<file path="src/rtl/var_delay_line_if.sv">
// Handshake/data bundle for var_delay_line: stream in, tapped stream out, delay control.
interface var_delay_line_if #(
  parameter int unsigned DATA_WIDTH = 1,
  parameter int unsigned MAX_DELAY  = 16
) ();
  localparam int unsigned DEL_W = $clog2(MAX_DELAY + 1);

  logic                  en;
  logic                  flush;
  logic                  delay_load;
  logic [DEL_W-1:0]      delay_in;
  logic [DATA_WIDTH-1:0] data_in;
  logic                  valid_in;
  logic [DATA_WIDTH-1:0] data_out;
  logic                  valid_out;
  logic [DEL_W-1:0]      delay_cur;
  logic                  busy;

  modport master (
    output en, flush, delay_load, delay_in, data_in, valid_in,
    input  data_out, valid_out, delay_cur, busy
  );

  modport slave (
    input  en, flush, delay_load, delay_in, data_in, valid_in,
    output data_out, valid_out, delay_cur, busy
  );
endinterface

</file>
<file path="src/rtl/var_delay_line.sv">
// Variable-length shift delay line with a selectable tap, clamped runtime delay
// and a settle window that suppresses valid_out after every delay change.
module var_delay_line #(
  parameter int unsigned DATA_WIDTH = 1,
  parameter int unsigned MAX_DELAY  = 16
) (
  input  logic            clk,
  input  logic            rst,
  var_delay_line_if.slave bus
);
  localparam int unsigned DEL_W = $clog2(MAX_DELAY + 1);
  localparam int unsigned IDX_W = $clog2(MAX_DELAY);

  generate
    if (MAX_DELAY < 2 || MAX_DELAY > 256) begin : g_max_delay_check
      $error("var_delay_line: MAX_DELAY must be in 2..256");
    end
  endgenerate

  logic [DATA_WIDTH-1:0] data_q [MAX_DELAY];
  logic [DATA_WIDTH-1:0] data_d [MAX_DELAY];
  logic [MAX_DELAY-1:0]  valid_q, valid_d;
  logic [DEL_W-1:0]      delay_q, delay_d;
  logic [DEL_W-1:0]      cnt_q, cnt_d;
  logic [DEL_W-1:0]      delay_clamped_c;
  logic [IDX_W-1:0]      tap_c;

  // Requested delay forced into the legal 1..MAX_DELAY window.
  always_comb begin
    delay_clamped_c = bus.delay_in;
    if (bus.delay_in == '0) begin
      delay_clamped_c = DEL_W'(1);
    end else if (bus.delay_in > DEL_W'(MAX_DELAY)) begin
      delay_clamped_c = DEL_W'(MAX_DELAY);
    end
  end

  // Next-state: shift on en, flush clears tags, delay_load overrides the counter.
  always_comb begin
    data_d  = data_q;
    valid_d = valid_q;
    delay_d = delay_q;
    cnt_d   = cnt_q;

    if (bus.en) begin
      data_d[0] = bus.data_in;
      for (int i = 1; i < int'(MAX_DELAY); i++) begin
        data_d[i] = data_q[i-1];
      end
      valid_d = {valid_q[MAX_DELAY-2:0], bus.valid_in};
      if (cnt_q != '0) begin
        cnt_d = cnt_q - DEL_W'(1);
      end
    end

    if (bus.flush) begin
      valid_d = '0;
    end

    if (bus.delay_load) begin
      delay_d = delay_clamped_c;
      cnt_d   = delay_clamped_c;
    end
  end

  always_ff @(posedge clk) begin
    if (rst) begin
      data_q  <= '{default: '0};
      valid_q <= '0;
      delay_q <= DEL_W'(MAX_DELAY);
      cnt_q   <= '0;
    end else begin
      data_q  <= data_d;
      valid_q <= valid_d;
      delay_q <= delay_d;
      cnt_q   <= cnt_d;
    end
  end

  // delay_q is never 0, so D-1 always lands on a real stage.
  assign tap_c         = IDX_W'(delay_q - DEL_W'(1));
  assign bus.data_out  = data_q[tap_c];
  assign bus.valid_out = valid_q[tap_c] & (cnt_q == '0);
  assign bus.busy      = (cnt_q != '0);
  assign bus.delay_cur = delay_q;
endmodule

</file>
<file path="src/flat_wrapper.sv">
// flat-port wrapper written by rule: the top's interface ports become plain ports
module var_delay_line_flat 
#(
  parameter int unsigned DATA_WIDTH = 1,
  parameter int unsigned MAX_DELAY  = 16
)
  (clk, rst, bus_en, bus_flush, bus_delay_load, bus_delay_in, bus_data_in, bus_valid_in, bus_data_out, bus_valid_out, bus_delay_cur, bus_busy);
  var_delay_line_if #(.DATA_WIDTH(DATA_WIDTH), .MAX_DELAY(MAX_DELAY)) bus_i ();
  input  logic clk;
  input  logic rst;
  input wire logic [$bits(bus_i.en)-1:0] bus_en;
  input wire logic [$bits(bus_i.flush)-1:0] bus_flush;
  input wire logic [$bits(bus_i.delay_load)-1:0] bus_delay_load;
  input wire logic [$bits(bus_i.delay_in)-1:0] bus_delay_in;
  input wire logic [$bits(bus_i.data_in)-1:0] bus_data_in;
  input wire logic [$bits(bus_i.valid_in)-1:0] bus_valid_in;
  output wire logic [$bits(bus_i.data_out)-1:0] bus_data_out;
  output wire logic [$bits(bus_i.valid_out)-1:0] bus_valid_out;
  output wire logic [$bits(bus_i.delay_cur)-1:0] bus_delay_cur;
  output wire logic [$bits(bus_i.busy)-1:0] bus_busy;
  assign bus_i.en = bus_en;
  assign bus_i.flush = bus_flush;
  assign bus_i.delay_load = bus_delay_load;
  assign bus_i.delay_in = bus_delay_in;
  assign bus_i.data_in = bus_data_in;
  assign bus_i.valid_in = bus_valid_in;
  assign bus_data_out = bus_i.data_out;
  assign bus_valid_out = bus_i.valid_out;
  assign bus_delay_cur = bus_i.delay_cur;
  assign bus_busy = bus_i.busy;
  var_delay_line #(.DATA_WIDTH(DATA_WIDTH), .MAX_DELAY(MAX_DELAY)) u_core (.clk(clk), .rst(rst), .bus(bus_i));
endmodule
</file>
<file path="config.mk">
export PLATFORM = sky130hd
export DESIGN_NAME = var_delay_line_flat
export DESIGN_NICKNAME = d
export VERILOG_FILES = /design/src/rtl/var_delay_line_if.sv /design/src/rtl/var_delay_line.sv /design/src/flat_wrapper.sv
export SDC_FILE = /design/constraint.sdc
export NUM_CORES = 1
export LEC_CHECK = 0
export CORE_MARGIN = 1
export CORE_UTILIZATION = 47
export DETAILED_ROUTE_END_ITERATION = 7
export PLACE_DENSITY_LB_ADDON = 0.25
export SYNTH_ARGS = -nofsm -noshare
export SYNTH_HDL_FRONTEND = slang
export SYNTH_SLANG_ARGS = --single-unit
</file>
<file path="constraint.sdc">
create_clock -name clk -period 2 [get_ports clk]
set_input_delay 0.2 -clock clk [delete_from_list [all_inputs] [get_ports clk]]
set_output_delay 0.2 -clock clk [all_outputs]
set_load 0.01 [all_outputs]
</file>
Yosys cells after proc, flatten, opt, wreduce, memory -nomap -nowiden

Index checks and enable logic that the tools add are counted.

Output and inout bits: 8
Logic and storage cells: 43
Register bits: 42
Input bits: 12

Mux-type cells: 10
$add $sub $neg: 2
Bitwise gates (word level): 2
Magnitude comparators: 3
Reductions and logical operators: 7

Operators by type and width:

| operator              | number |
|---|---|
| $mux W5               | 5 |
| $logic_not A5 Y1      | 2 |
| $bmux W1 S4           | 2 |
| $ge A5 B5 Y1 const B  | 1 |
| $gt A5 B5 Y1 const B  | 1 |
| $lt A4 B5 Y1 const B  | 1 |
| $not A4 Y5            | 1 |
| $reduce_bool A5 Y1    | 1 |
| $sub A5 B1 Y5 const B | 1 |
| $reduce_bool A2 Y1    | 2 |
| $sub A4 B1 Y4 const B | 1 |
| $mux W1               | 3 |
| $reduce_and A2 Y1     | 1 |
| $reduce_or A2 Y1      | 1 |
| $and A1 B1 Y1         | 1 |

Depth between registers and ports, before layout

Gate-level depths: netlist (run 1).

Depth after elaboration: 5
Depth in mapped cells: 8
Mapped depth without buffers: 6

Least setup slack after synthesis (run 1)

No wires, ideal clock.

Path kind: reg-to-output
Start: register u_core.delay_q[0], in the netlist u_core.bus.delay_cur[0]
End: output bus_valid_out
Arrival time: 2032 ps
Buffers on the path: 2
Path slack: -232 ps
Cell stages (with the launch flop): 8
Data required time: 1800 ps
Path through: dfxtp_1 > buf_6 > inv_1 > ha_1 > clkbuf_1 > mux4_2 > mux4_2 > nor2b_4

Longest elaborated chain between the ends: 4

Ends and longest elaborated chain:

| item                          | RTL line             | text |
|---|---|---|
| start, declared               | var_delay_line.sv:23 | `logic [DEL_W-1:0] delay_q, delay_d;` |
| start signal, assigned        | var_delay_line.sv:70 | `delay_q <= DEL_W'(MAX_DELAY);` |
| start signal, assigned        | var_delay_line.sv:75 | `delay_q <= delay_d;` |
| $sub A4 B1 Y4                 | var_delay_line.sv:81 | `assign tap_c = IDX_W'(delay_q - DEL_W'(1));` |
| $bmux W1 S4                   | var_delay_line.sv:83 | `assign bus.valid_out = valid_q[tap_c] & (cnt_q == '0);` |
| $mux W1 (implied by the code) | var_delay_line.sv:83 |  |
| $and A1 B1 Y1                 | var_delay_line.sv:83 |  |
| end, declared                 | flat_wrapper.sv:18   | `output wire logic [$bits(bus_i.valid_out)-1:0] bus_valid_out;` |

Every way passes these cells. The select of a mux whose other input is x is not followed.

Final worst setup path (run 1)

Ends and elaborated chain as after synthesis.

==> results of run 1 <==
-- routing by layer --
metal / part of all wire [%] / wire [um] / vias up
li1: - / - / 712
met5: 0 / 0 / -
met2: 48 / 1870 / 25
met3: 3.7 / 142 / 6
met1: 47 / 1820 / 684
met4: 0.93 / 36 / 0
-- power breakdown --
group / switching (W) / leakage (nW) / total [W] / internal (W)
registers: 0.0000138 / 0.341 / 0.000865 / 0.000851
clock network: 0.000293 / 0.0561 / 0.000611 / 0.000317
logic: 0.000102 / 0.640 / 0.000217 / 0.000114
total: 0.000410 / 1.04 / 0.00169 / 0.00128
-- Yosys cell counts, drive strengths merged --
cell,n
xnor2,1
or2,1
o21ai,5
or4b,1
xor2,1
mux2i,33
buf,5
dfxtp,42
nor3,2
and2,1
nand3b,2
or3,1
inv,5
ha,2
mux2,1
a221oi,1
a211oi,1
o21a,1
nand2,11
mux4,9
nor2b,2
a21oi,10
o311ai,1
clkbuf,7
nor3b,1
nor2,33
nand3,1
-- cell usage in the layout, fill, tap and decap left out, drive strengths merged, types with 2 or more instances in the layout --
master and n:
nor2 33, clkbuf 6, o21ai 5, mux4 9
clkdlybuf4s50 15, dfxtp 42, buf 28, mux2i 33
nor2b 2, nand2 11, inv 5, clkinv 2
nor3 2, nand3b 2, a21oi 10, ha 2
-- worst max-delay path: stages (launching register included) --
cell	delay, ps
dfxtp_4	410
inv_4	40
ha_4	280
mux4_2	280
mux4_2	480
nor2b_4	140
buf_6	110
-- worst max path at each step --
stage	from	depth (start not counted)	slack, ps	to
2_1_floorplan	u_core.bus.delay_cur[0]	7	7	bus_valid_out
3_3_place_gp	u_core.bus.delay_cur[0]	6	-280	bus_valid_out
3_5_place_dp	u_core.bus.delay_cur[0]	6	-300	bus_valid_out
4_1_cts	u_core.bus.delay_cur[0]	6	-250	bus_valid_out
5_1_grt	u_core.bus.delay_cur[0]	6	-300	bus_valid_out
6_report	u_core.bus.delay_cur[0]	6	-240	bus_valid_out
-- metrics by stage --
step	instance area, sq um	power (W)	hold slack [ps]	setup TNS, ps
floorplan	1920	0.00101	317	0
global placement	2290	0.00109	455	-456
detailed placement	2290	0.00109	466	-494
CTS	2410	0.00170	389	-427
global route	2410	0.00176	401	-576
finish	2410	0.00169	399	-397
-- registers in the layout (all words and copies together) (netlist names) --
signal	count
u_core.cnt_q	5
u_core.data_q	16
u_core.bus.delay_cur	5
u_core.valid_q	16
-- timing repair --
| action | 4_1_cts | 5_1_grt |
|---|---|---|
| setup buffers | 1 | 0 |
| pin swaps | 2 | 0 |
| resized for setup | 15 | 2 |
| setup endpoints to repair | 3 | 2 |
-- kinds of logic (layout without fill, tap and decap cells) --
| kind of cell | count (synthesis) | in the layout | synth area share [%] |
|---|---|---|---|
| AOI/OAI and AO/OA | 19 | 19 | 5.88 |
| xor gates and xnor gates | 2 | 2 | 0.925 |
| adders and majority gates | 2 | 2 | 1.32 |
| buffers and inverters | 17 | 57 | 4.03 |
| DFF | 42 | 42 | 44.4 |
| muxes | 43 | 43 | 30.1 |
| and+or+nand+nor | 56 | 56 | 13.3 |
-- layout make-up --
type / instances / area (sq um) / share of cell area [%]
tap: 48 / 60.1 / 2.49
clock buffer: 6 / 93.8 / 3.89
clock inverter: 2 / 10.0 / 0.415
multi-input combinational: 122 / 997 / 41.4
timing repair buffer: 44 / 384 / 15.9
inverter: 5 / 21.3 / 0.882
sequential: 42 / 845 / 35.0
==> impl_results.md, run 1 <==
* Ports at 20
* Worst EP arrival at 2040 ps
* Final Max Slew Viols at 0
* GP Congestion at 0.790
* Final core occ at 63.9%
* Placed cells at 260
* Initial drt markers at 79
* Setup crit end kind: output port
* Reg2Reg Setup Slack at 180 ps
* Initial Util at 50.2%
* Final min period at 2240 ps
* Worst r2r dst: u_core.cnt_q[1]
* Critical path peak fanout at 7
* Syn. warnings at 0
* Synth unique cells at 33
* Rows at 22
* Routed len/inst at 14.4 um
* Final worst setup slack at -239 ps
* Synth area leader: dfxtp_1
* Tightest Hold Check Type: input port to flop
* Clock Sinks at 42
* DP Worst Slack at -298 ps
* Fmax at 0.447 GHz
* ANT nets after route at 0
* CTS Root Cell: clkbuf_8
* Seq cells post-synth at 42
* DR vias at 1427
* Unrepaired setup endpoints after global routing: yes
* Vias per cell at 5.30
* Layout fillers at 293
* Final period util at 112%
* Drt pass-1 iters at 4
* Origin of the critical flop-to-flop path: u_core.cnt_q[0]
* Synth Instances at 181
* WHS Endpoint: u_core.data_q[11]
* Hold Crit Start: bus_en
* DIE WIDTH at 65.5 um
* Synth area leaders: dfxtp_1 (44%), mux2i_1 (17%), mux4_1 (9.7%)
* Max IR drop VDD at 0.390 mV
* Crit Path Category: flop to output port
* Routed wire length at 3870 um
* Routing usage on met1 at 25.1%
* GRT Max-Usage Layer: met2
* Layout cells sized above 1 at 23.1%
* Initial antenna violation count at 0
* Leakage power at 1.04 nW
* Worst R2R Path Depth at 7
* Clk Latency, worst-skew pair at 300 ps
* Synth Area per Inst at 10.5 sq um
* Clock slew at reported path FFs at 90 ps
* Mapped cell area at 0.00189 sq mm
* Net Count, Synth at 195
* Vias in the first global route at 1465
* DRC viols at 0
* Hold-fix buffers, CTS at 0
* Endpoints failing setup at 2
* Hold Crit Depth at 3
* Final hold viol count at 0
* Relative slew slack at 74.2%
* CTS tree: built
* Non-filler cells, final at 269
* Gr ovfl total at 0
* Pwr dens at 702 mW/mm^2
* Setup crit start kind: flop
* Largest net degree at the start of global routing at 27
* Maxcap violations at 0
* Inserted Clock Buffers at 5
* Grt met3 use at 6.77%
* Htree depth at 2
* Total die area at 0.00429 sq mm
* HPWL after DPL at 2820 um
* Layout area overhead at 27.4%
* Grt met2 use at 32.9%
* Clk buf depth at 2
* Die Height at 65.5 um
* Outcome: finished with violations
* Core Box Area at 0.00377 sq mm
* IO buf count at 19
* Total track usage at 20.2%
* CP required at 1800 ps
* Number of diodes at 0
* Nets at 234
* Failing checks: setup timing
* Post-synthesis sequential area ratio at 44.4%
* Setup skew after layout at 12.7 ps
* First-pass GRT wire length at 6490 um
* Worst slew pin tran at 387 ps
* Share of the synthesized area in the top cell type at 44.4%
Power figures use the tool's default switching activity.
==> run 2, diff against run 1 <==
Settings changed: SETUP_SLACK_MARGIN set to 0.3, TNS_END_PERCENT set to 1.
==> run 2 against run 1 <==
Net effect: the run still ends with setup timing left; critical path depth unchanged; critical endpoint unchanged; core utilization increased by 1.6 points; largest power group unchanged; cell count unchanged; first-iteration DRC count up 3.8%; die area stayed put; clock power is essentially flat; wire length grew 1.8%.
==> impl_results.md, run 2 (synthesized netlist as in run 1, its figures left out) <==
* Outcome: finished with violations
* Failing checks: setup timing
* Max IR drop VDD at 0.394 mV (+0.95%)
* GP Congestion at 0.790 (unchanged)
* Final period util at 112% (about the same)
* Largest net degree at the start of global routing at 27 (unchanged)
* IO buf count at 19 (unchanged)
* Htree depth at 2 (unchanged)
* Total track usage at 20.5% (+0.30 points)
* Worst slew pin tran at 417 ps (+30.1 ps)
* Maxcap violations at 0 (unchanged)
* Min Hold Slack at 412 ps (+12.7 ps)
* Reg2Reg Setup Slack at 250 ps (+70 ps)
* DRC viols at 0 (unchanged)
* Worst R2R Path Depth at 7 (unchanged)
* Setup crit start kind: flop
* Commonest non-fill, non-tap cell in the layout: dfxtp_1
* Tightest Hold Check Type: input port to flop
* Most frequent cells in the layout: dfxtp_1 (39), mux2i_1 (33), nor2_1 (32)
* Endpoints failing setup at 2 (unchanged)
* Final min period at 2240 ps (-1.33 ps)
* Origin of the critical flop-to-flop path: u_core.cnt_q[0]
* Final Max Slew Viols at 0 (unchanged)
* Nets at 234 (unchanged)
* Clk buf depth at 2 (unchanged)
* Clock power share at 35.4% (-0.7 points)
* Internal cell power at 0.00130 W (+1.2%)
* Clock slew at reported path FFs at 90 ps (about the same)
* Layout area overhead at 30.5%
* Core Box Area at 0.00377 sq mm (unchanged)
* Hold-fix buffers, CTS at 0 (unchanged)
* CP max-delay cell: mux4_2
* Worst EP arrival at 2040 ps (about the same)
* First-pass GRT wire length at 6580 um (+1.4%)
* Critical path peak fanout at 7 (unchanged)
* Vias per cell at 5.30 (-0.14%)
* Gr ovfl total at 0 (unchanged)
* Die Height at 65.5 um (unchanged)
* Pwr dens at 697 mW/mm^2 (-0.65%)
* CTS tree: built
* Capture point of the worst path: bus_valid_out
* Relative slew slack at 72.2% (-2.0 points)
* Psw at 0.000424 W (+3.6%)
* Routed wire length at 3940 um (+1.8%)
* HPWL after DPL at 2820 um (unchanged)
* Layout fillers at 290 (-1.0%)
* Setup crit end kind: output port
* ANT nets after route at 0 (unchanged)
* Critical Path Source: u_core.bus.delay_cur[0]
* Worst r2r dst: u_core.cnt_q[1]
* Switching Fraction at 24.6% (+0.44 points)
* Clk Latency, worst-skew pair at 300 ps (about the same)
* Initial Util at 50.2% (unchanged)
* Final worst setup slack at -237 ps (+1.33 ps)
* Footprint of the multi-input gates at 0.00105 sq mm (+5.0%)
* Ports at 20 (unchanged)
* Final hold viol count at 0 (unchanged)
* Unrepaired setup endpoints after global routing: yes
* Leakage power at 1.05 nW (+0.98%)
* DR vias at 1425 (-0.14%)
* Clock Sinks at 42 (unchanged)
* Hold Crit Start: bus_en
* Initial drt markers at 82 (+3.8%)
* Power, Total at 0.00172 W (+1.8%)
* Inserted Clock Buffers at 5 (unchanged)
* Most frequent CP cell: mux4_2
* Biggest regs: u_core.data_q x16, u_core.valid_q x16
* Comb power frac at 14.2% (+1.4 points)
* Number of diodes at 0 (unchanged)
* Initial antenna violation count at 0 (unchanged)
* Critical-path cell list: inv_4 > ha_4 > mux4_2 > mux4_2 > nor2b_4 > buf_6
* Vias in the first global route at 1493 (+1.9%)
* Routed len/inst at 14.6 um (+1.8%)
* Setup skew after layout at 12.6 ps (-0.0245 ps)
* Fmax at 0.447 GHz (about the same)
* DP Worst Slack at -298 ps (unchanged)
* Rows at 22 (unchanged)
* Drt pass-1 iters at 4 (unchanged)
* DIE WIDTH at 65.5 um (unchanged)
* Total die area at 0.00429 sq mm (unchanged)
* Layout cells sized above 1 at 29.0% (+5.9 points)
* Final core occ at 65.5% (+1.6 points)
* Register area at 847 sq um (+0.30%)
* Seq pwr share at 50.4% (-0.7 points)
* CTS Root Cell: clkbuf_8
* Hold Crit Depth at 3 (unchanged)
* Critical path's largest stage delay at 480 ps (about the same)
* CP required at 1800 ps (about the same)
* Crit Path Category: flop to output port
## run 2: critical path: cells and delay by family (launching register included)
family	cells	cell delay [ps]
adders and majority gates	1	280
buffers and inverters	2	150
DFF	1	410
and+or+nand+nor	1	140
muxes	2	760
## run 2: per-stage QoR
step	TNS (ps)	std cells	area, sq um
final	-397	269	2470
after global placement	-456	260	2290
after detailed placement	-494	260	2290
after CTS	-427	269	2440
after floorplan	0	181	1920
after global routing	-574	269	2470
## run 2: how the worst min path moves through the flow
stage,to,slack [ps]
global route,u_core.data_q[10],410
global placement,u_core.bus.delay_cur[4],450
detailed placement,u_core.bus.delay_cur[4],470
CTS,u_core.data_q[11],400
finish,u_core.data_q[11],410
floorplan,u_core.bus.delay_cur[4],320
## run 2: layout make-up
| cell class | instances | share of cell area [%] |
|---|---|---|
| multi-input combinational | 122 | 42.4 |
| sequential | 42 | 34.3 |
| timing repair buffer | 44 | 15.8 |
| clock buffer | 6 | 3.80 |
| tap | 48 | 2.43 |
| inverter | 5 | 0.861 |
| clock inverter | 2 | 0.405 |
## run 2: metal layers
metal / vias up / share of wire (%) / GRT usage, %
met5: - / 0 / 0
met1: 680 / 46 / 24.9
met4: 0 / 1.1 / 6.79
met3: 6 / 4.0 / 7.12
li1: 710 / - / -
met2: 29 / 49 / 33.6
## run 2: power groups by stage
stage	Clock [W]	Combinational (W)	Sequential, W
CTS	0.000623	0.000232	0.000866
global route	0.000660	0.000263	0.000869
finish	0.000610	0.000245	0.000868
detailed placement	0	0.000209	0.000884
floorplan	0	0.000129	0.000882
global placement	0	0.000203	0.000883
## run 2: repair_timing
item | CTS | global route
buffers inserted | 1 | 0
endpoints found under the setup margin | 7 | 7
pin swaps | 4 | 9
gates resized for setup | 27 | 9
==> edit 1, RTL diff (settings of run 2) <==
`MAX_DELAY` is set to 16 in 3 places; all go to 8.
--- a/src/rtl/var_delay_line_if.sv
+++ b/src/rtl/var_delay_line_if.sv
@@ -1,7 +1,7 @@
 // Handshake/data bundle for var_delay_line: stream in, tapped stream out, delay control.
 interface var_delay_line_if #(
   parameter int unsigned DATA_WIDTH = 1,
-  parameter int unsigned MAX_DELAY  = 16
+  parameter int unsigned MAX_DELAY  = 8
 ) ();
   localparam int unsigned DEL_W = $clog2(MAX_DELAY + 1);
 
--- a/src/rtl/var_delay_line.sv
+++ b/src/rtl/var_delay_line.sv
@@ -2,7 +2,7 @@
 // and a settle window that suppresses valid_out after every delay change.
 module var_delay_line #(
   parameter int unsigned DATA_WIDTH = 1,
-  parameter int unsigned MAX_DELAY  = 16
+  parameter int unsigned MAX_DELAY  = 8
 ) (
   input  logic            clk,
   input  logic            rst,
--- a/src/flat_wrapper.sv
+++ b/src/flat_wrapper.sv
@@ -2,7 +2,7 @@
 module var_delay_line_flat 
 #(
   parameter int unsigned DATA_WIDTH = 1,
-  parameter int unsigned MAX_DELAY  = 16
+  parameter int unsigned MAX_DELAY  = 8
 )
   (clk, rst, bus_en, bus_flush, bus_delay_load, bus_delay_in, bus_data_in, bus_valid_in, bus_data_out, bus_valid_out, bus_delay_cur, bus_busy);
   var_delay_line_if #(.DATA_WIDTH(DATA_WIDTH), .MAX_DELAY(MAX_DELAY)) bus_i ();
Interface: changed (resized bus_delay_cur and bus_delay_in); port bits go from 20 to 18. The function was not compared with the original's and may differ.
==> edit 1 against run 2 <==
Routed wire length decreased by 46%; setup slack better by 330 ps; clock skew decreased by 12 ps; design area fell by 42%; synthesized area down 41%; combinational power is 28% lower; die area shrank 40%; maximum frequency is 18% higher; power shrank 40%; cell count is 39% lower; sequential cell count is 18 lower; critical endpoint is now bus_data_out; highest routed layer unchanged.
==> edit 1: results <==
{
  "status": "complete, no violations",
  "worst-r2r-setup-slack_ps": 430,
  "cts_root_buffer": "clkbuf_4",
  "yosysSeqAreaShare": 0.430,
  "rr_worst_depth": 6,
  "grt_usage": 0.193,
  "grt_max_degree": 22,
  "drive_gt1_frac": 0.244,
  "synth_fa_ha_area_frac": 0.0336,
  "cts_buffers": 3,
  "fin_skew_ps": 0.753,
  "synth_area_per_cell_um2": 9.98,
  "post-route-period-util": 0.951,
  "r2r-end": "u_core.cnt_q[0]",
  "met1Wirelength_um": 958,
  "antenna_found_initial": 0,
  "grt_use_met3": 0.0273,
  "ir_drop_uv": 448,
  "grt_first_pass_wirelength_mm": 3.64,
  "worstHoldPathCells": 3,
  "path_max_fanout": 5,
  "critPathCapture": "bus_data_out",
  "layout.nets": 150,
  "h-tree-depth": 1,
  "routed_wl_mm": 2.14,
  "r2r-start": "u_core.cnt_q[1]",
  "synth.mux.area_fraction": 0.252,
  "hp-start": "bus_valid_in",
  "placed_area_um2": 1330,
  "dr_wl_met3_um": 73,
  "synth_commonest_cells": "dfxtp_1, nor2_1, mux2i_1",
  "clk_latency_ps": 320,
  "post-dp-hpwl_mm": 1.52,
  "vias": 892,
  "ys_types": 27,
  "use_met2": 0.347,
  "wl_met2_mm": 1.07,
  "clk_pin_slew_worst_paths_ps": 130,
  "place.gp.congestion": 0.771,
  "synthFlopType": "dfxtp_1",
  "min_to": "u_core.valid_q[0]",
  "io_buffers": 17,
  "drt-initial-drc-count": 7,
  "p_leak_nw": 0.601,
  "hold_ws_ps": 484,
  "place_inst": 155,
  "reg_top3": "u_core.data_q x8, u_core.valid_q x8",
  "synth_compound_area_frac": 0.0795,
  "yosys-top-cells-area": "dfxtp_1, mux2i_1, mux4_2, nor2_1, ha_1",
  "grtUsageMet1": 0.221,
  "synthXorXnorAreaFrac": 0.00784,
  "synth.net_count": 126,
  "pre_cts_slack_ps": 28.4,
  "crit_path_max_incr_delay_ps": 490,
  "grt_pass1_vias": 872,
  "cp.arrival_ps": 1700,
  "viasPerCell": 5.47
}
-- edit 1: cell types whose count changed after synthesis, sizes merged, moves of 3 or more --
cell / before / now
dfxtp: 42 / 24
clkbuf: 7 / 4
nand2: 11 / 5
o21ai: 5 / 1
mux2i: 33 / 18
a21oi: 10 / 4
mux4: 9 / 4
nor2: 33 / 21
-- edit 1: power breakdown --
part	internal (mW)	total [mW]	switching [mW]
sequential	0.495	0.506	0.0114
combinational	0.101	0.176	0.0757
clock	0.203	0.352	0.149
total	0.798	1.03	0.236
-- edit 1: layout make-up --
class	count	area [µm²]
fill	194	796
inverter	5	18.8
tap	28	35.0
clock inverter	1	30.0
clock buffer	3	22.5
multi-input combinational	75	601
sequential	24	485
timing repair buffer	27	245
-- edit 1: timing repair --
action                                  4_1_cts  5_1_grt
pin swaps                                     1        0
gates resized for setup                      22        0
endpoints found under the setup margin        3        4
buffers inserted                              4        0
==> edit 2, RTL diff (settings of run 2) <==
Without the edit above. Make the reset (`rst`) asynchronous in one clocked block.
--- a/src/rtl/var_delay_line.sv
+++ b/src/rtl/var_delay_line.sv
@@ -63,7 +63,7 @@
     end
   end
 
-  always_ff @(posedge clk) begin
+  always_ff @(posedge clk or posedge rst) begin
     if (rst) begin
       data_q  <= '{default: '0};
       valid_q <= '0;
Check against the original RTL: differs if rst is asserted again (counterexample within 4 cycles, from zero or initial values and one cycle with rst high); with rst held inactive, the same outputs for 10 cycles.
==> edit 2 against run 2 <==
The flow still finishes with violations (setup timing); setup slack worse by 180 ps; sequential cell count unchanged; synthesized area up 7.7%; routed wire length down 4.7%; die area up 7.5%; design area up 5.8%; largest cell class is now flip-flops and latches.
Power is not compared: it rests on default switching activity, and its combinational part moved more than twofold at a synthesized area within 25%.
==> edit 2: results <==
{
  "synth.mux.area_fraction": 0.299,
  "drive_gt1_frac": 0.338,
  "synth_warnings": 0,
  "synthXorXnorAreaFrac": 0.0172,
  "status": "finished, violations left",
  "cts_root_buffer": "clkbuf_8",
  "place_inst": 243,
  "grt_usage": 0.188,
  "synth-async-reset-ratio": 1.00,
  "placed_area_um2": 2460,
  "synthFlopType": "dfrtp_1",
  "final.setup.worst_slack_ps": -412,
  "fin_tns_setup_ps": -719,
  "layout.nets": 214,
  "antenna_found_initial": 0,
  "ys_types": 29,
  "ctsResizeCount": 18,
  "worst-r2r-setup-slack_ps": 200,
  "place.gp.congestion": 0.802,
  "synth_compound_area_frac": 0.0282,
  "setup_violations": 2,
  "grt_overflow": 0,
  "synth.net_count": 172,
  "post_cts_buffers": 0,
  "relSlewSlack": 0.615,
  "grt_first_pass_wirelength_mm": 6.28,
  "hold_class": "in -> async",
  "path_max_fanout": 2,
  "yosysSeqAreaShare": 0.516,
  "synth_commonest_cells": "dfrtp_1, mux2i_1, mux2_2, nor2_1, inv_1",
  "hold_ws_ps": 332,
  "drt-initial-drc-count": 89,
  "wl_per_cell_um": 15.0,
  "fin_skew_ps": 4.57,
  "synth_fa_ha_area_frac": 0.0123,
  "yosys-top-cells-area": "dfrtp_1, mux2_2, mux2i_1, mux4_1, nor2_1",
  "post-dp-hpwl_mm": 2.70,
  "violations": "setup timing",
  "viasPerCell": 5.28,
  "synth_area_per_cell_um2": 12.9,
  "fin_cells": 251,
  "pre_cts_slack_ps": -429,
  "grt_max_degree": 43,
  "grt_pass1_vias": 1386
}
-- edit 2: where the power goes --
part	internal (mW)	total, mW	switching, mW
Combinational	0.342	0.553	0.211
Clock	0.374	0.675	0.301
Sequential	1.00	1.11	0.111
-- edit 2: layer usage --
| metal | track usage | vias to the layer above | wire, µm |
|---|---|---|---|
| met4 | 0.0781 | 0 | 51 |
| met1 | 0.236 | 666 | 1680 |
| met5 | 0 | - | 0 |
| met3 | 0.0400 | 5 | 103 |
| li1 | - | 643 | - |
| met2 | 0.316 | 12 | 1920 |
-- edit 2: layout make-up --
class	count	area (µm²)
Fill cell	312	1470
Sequential cell	42	1050
Multi-Input combinational cell	98	945
Timing Repair Buffer	45	409
Clock buffer	5	68.8
Tap cell	50	62.6
Clock inverter	3	43.8
Inverter	8	32.5
-- edit 2: worst paths after layout --
check | startpoint | cells after the start | endpoint
setup / recovery | u_core.bus.delay_cur[0] | 6 | bus_valid_out
hold / removal | rst | 3 | u_core.valid_q[7]
setup reg to reg | u_core.cnt_q[0] | 7 | u_core.cnt_q[0]
hold reg to reg | u_core.bus.delay_cur[4] | 2 | u_core.bus.delay_cur[4]
max in group asynchronous | rst | 3 | u_core.bus.delay_cur[4]
min in group clk | u_core.bus.delay_cur[4] | 2 | u_core.bus.delay_cur[4]
-- edit 2: kinds of logic (layout without fill, tap and decap cells) --
logic type,Yosys count,after routing
AOI/OAI and AO/OA,11,11
xor gates and xnor gates,4,4
adders and majority gates,2,2
buffers and inverters,18,61
DFF,42,42
muxes,45,45
and+or+nand+nor,36,36
-- edit 2: critical path, stage by stage (launching register included) --
cell     delay [ps]
dfrtp_1         410
inv_4            50
ha_4            270
mux4_2          480
mux4_2          460
nor2b_4         140
buf_6           110
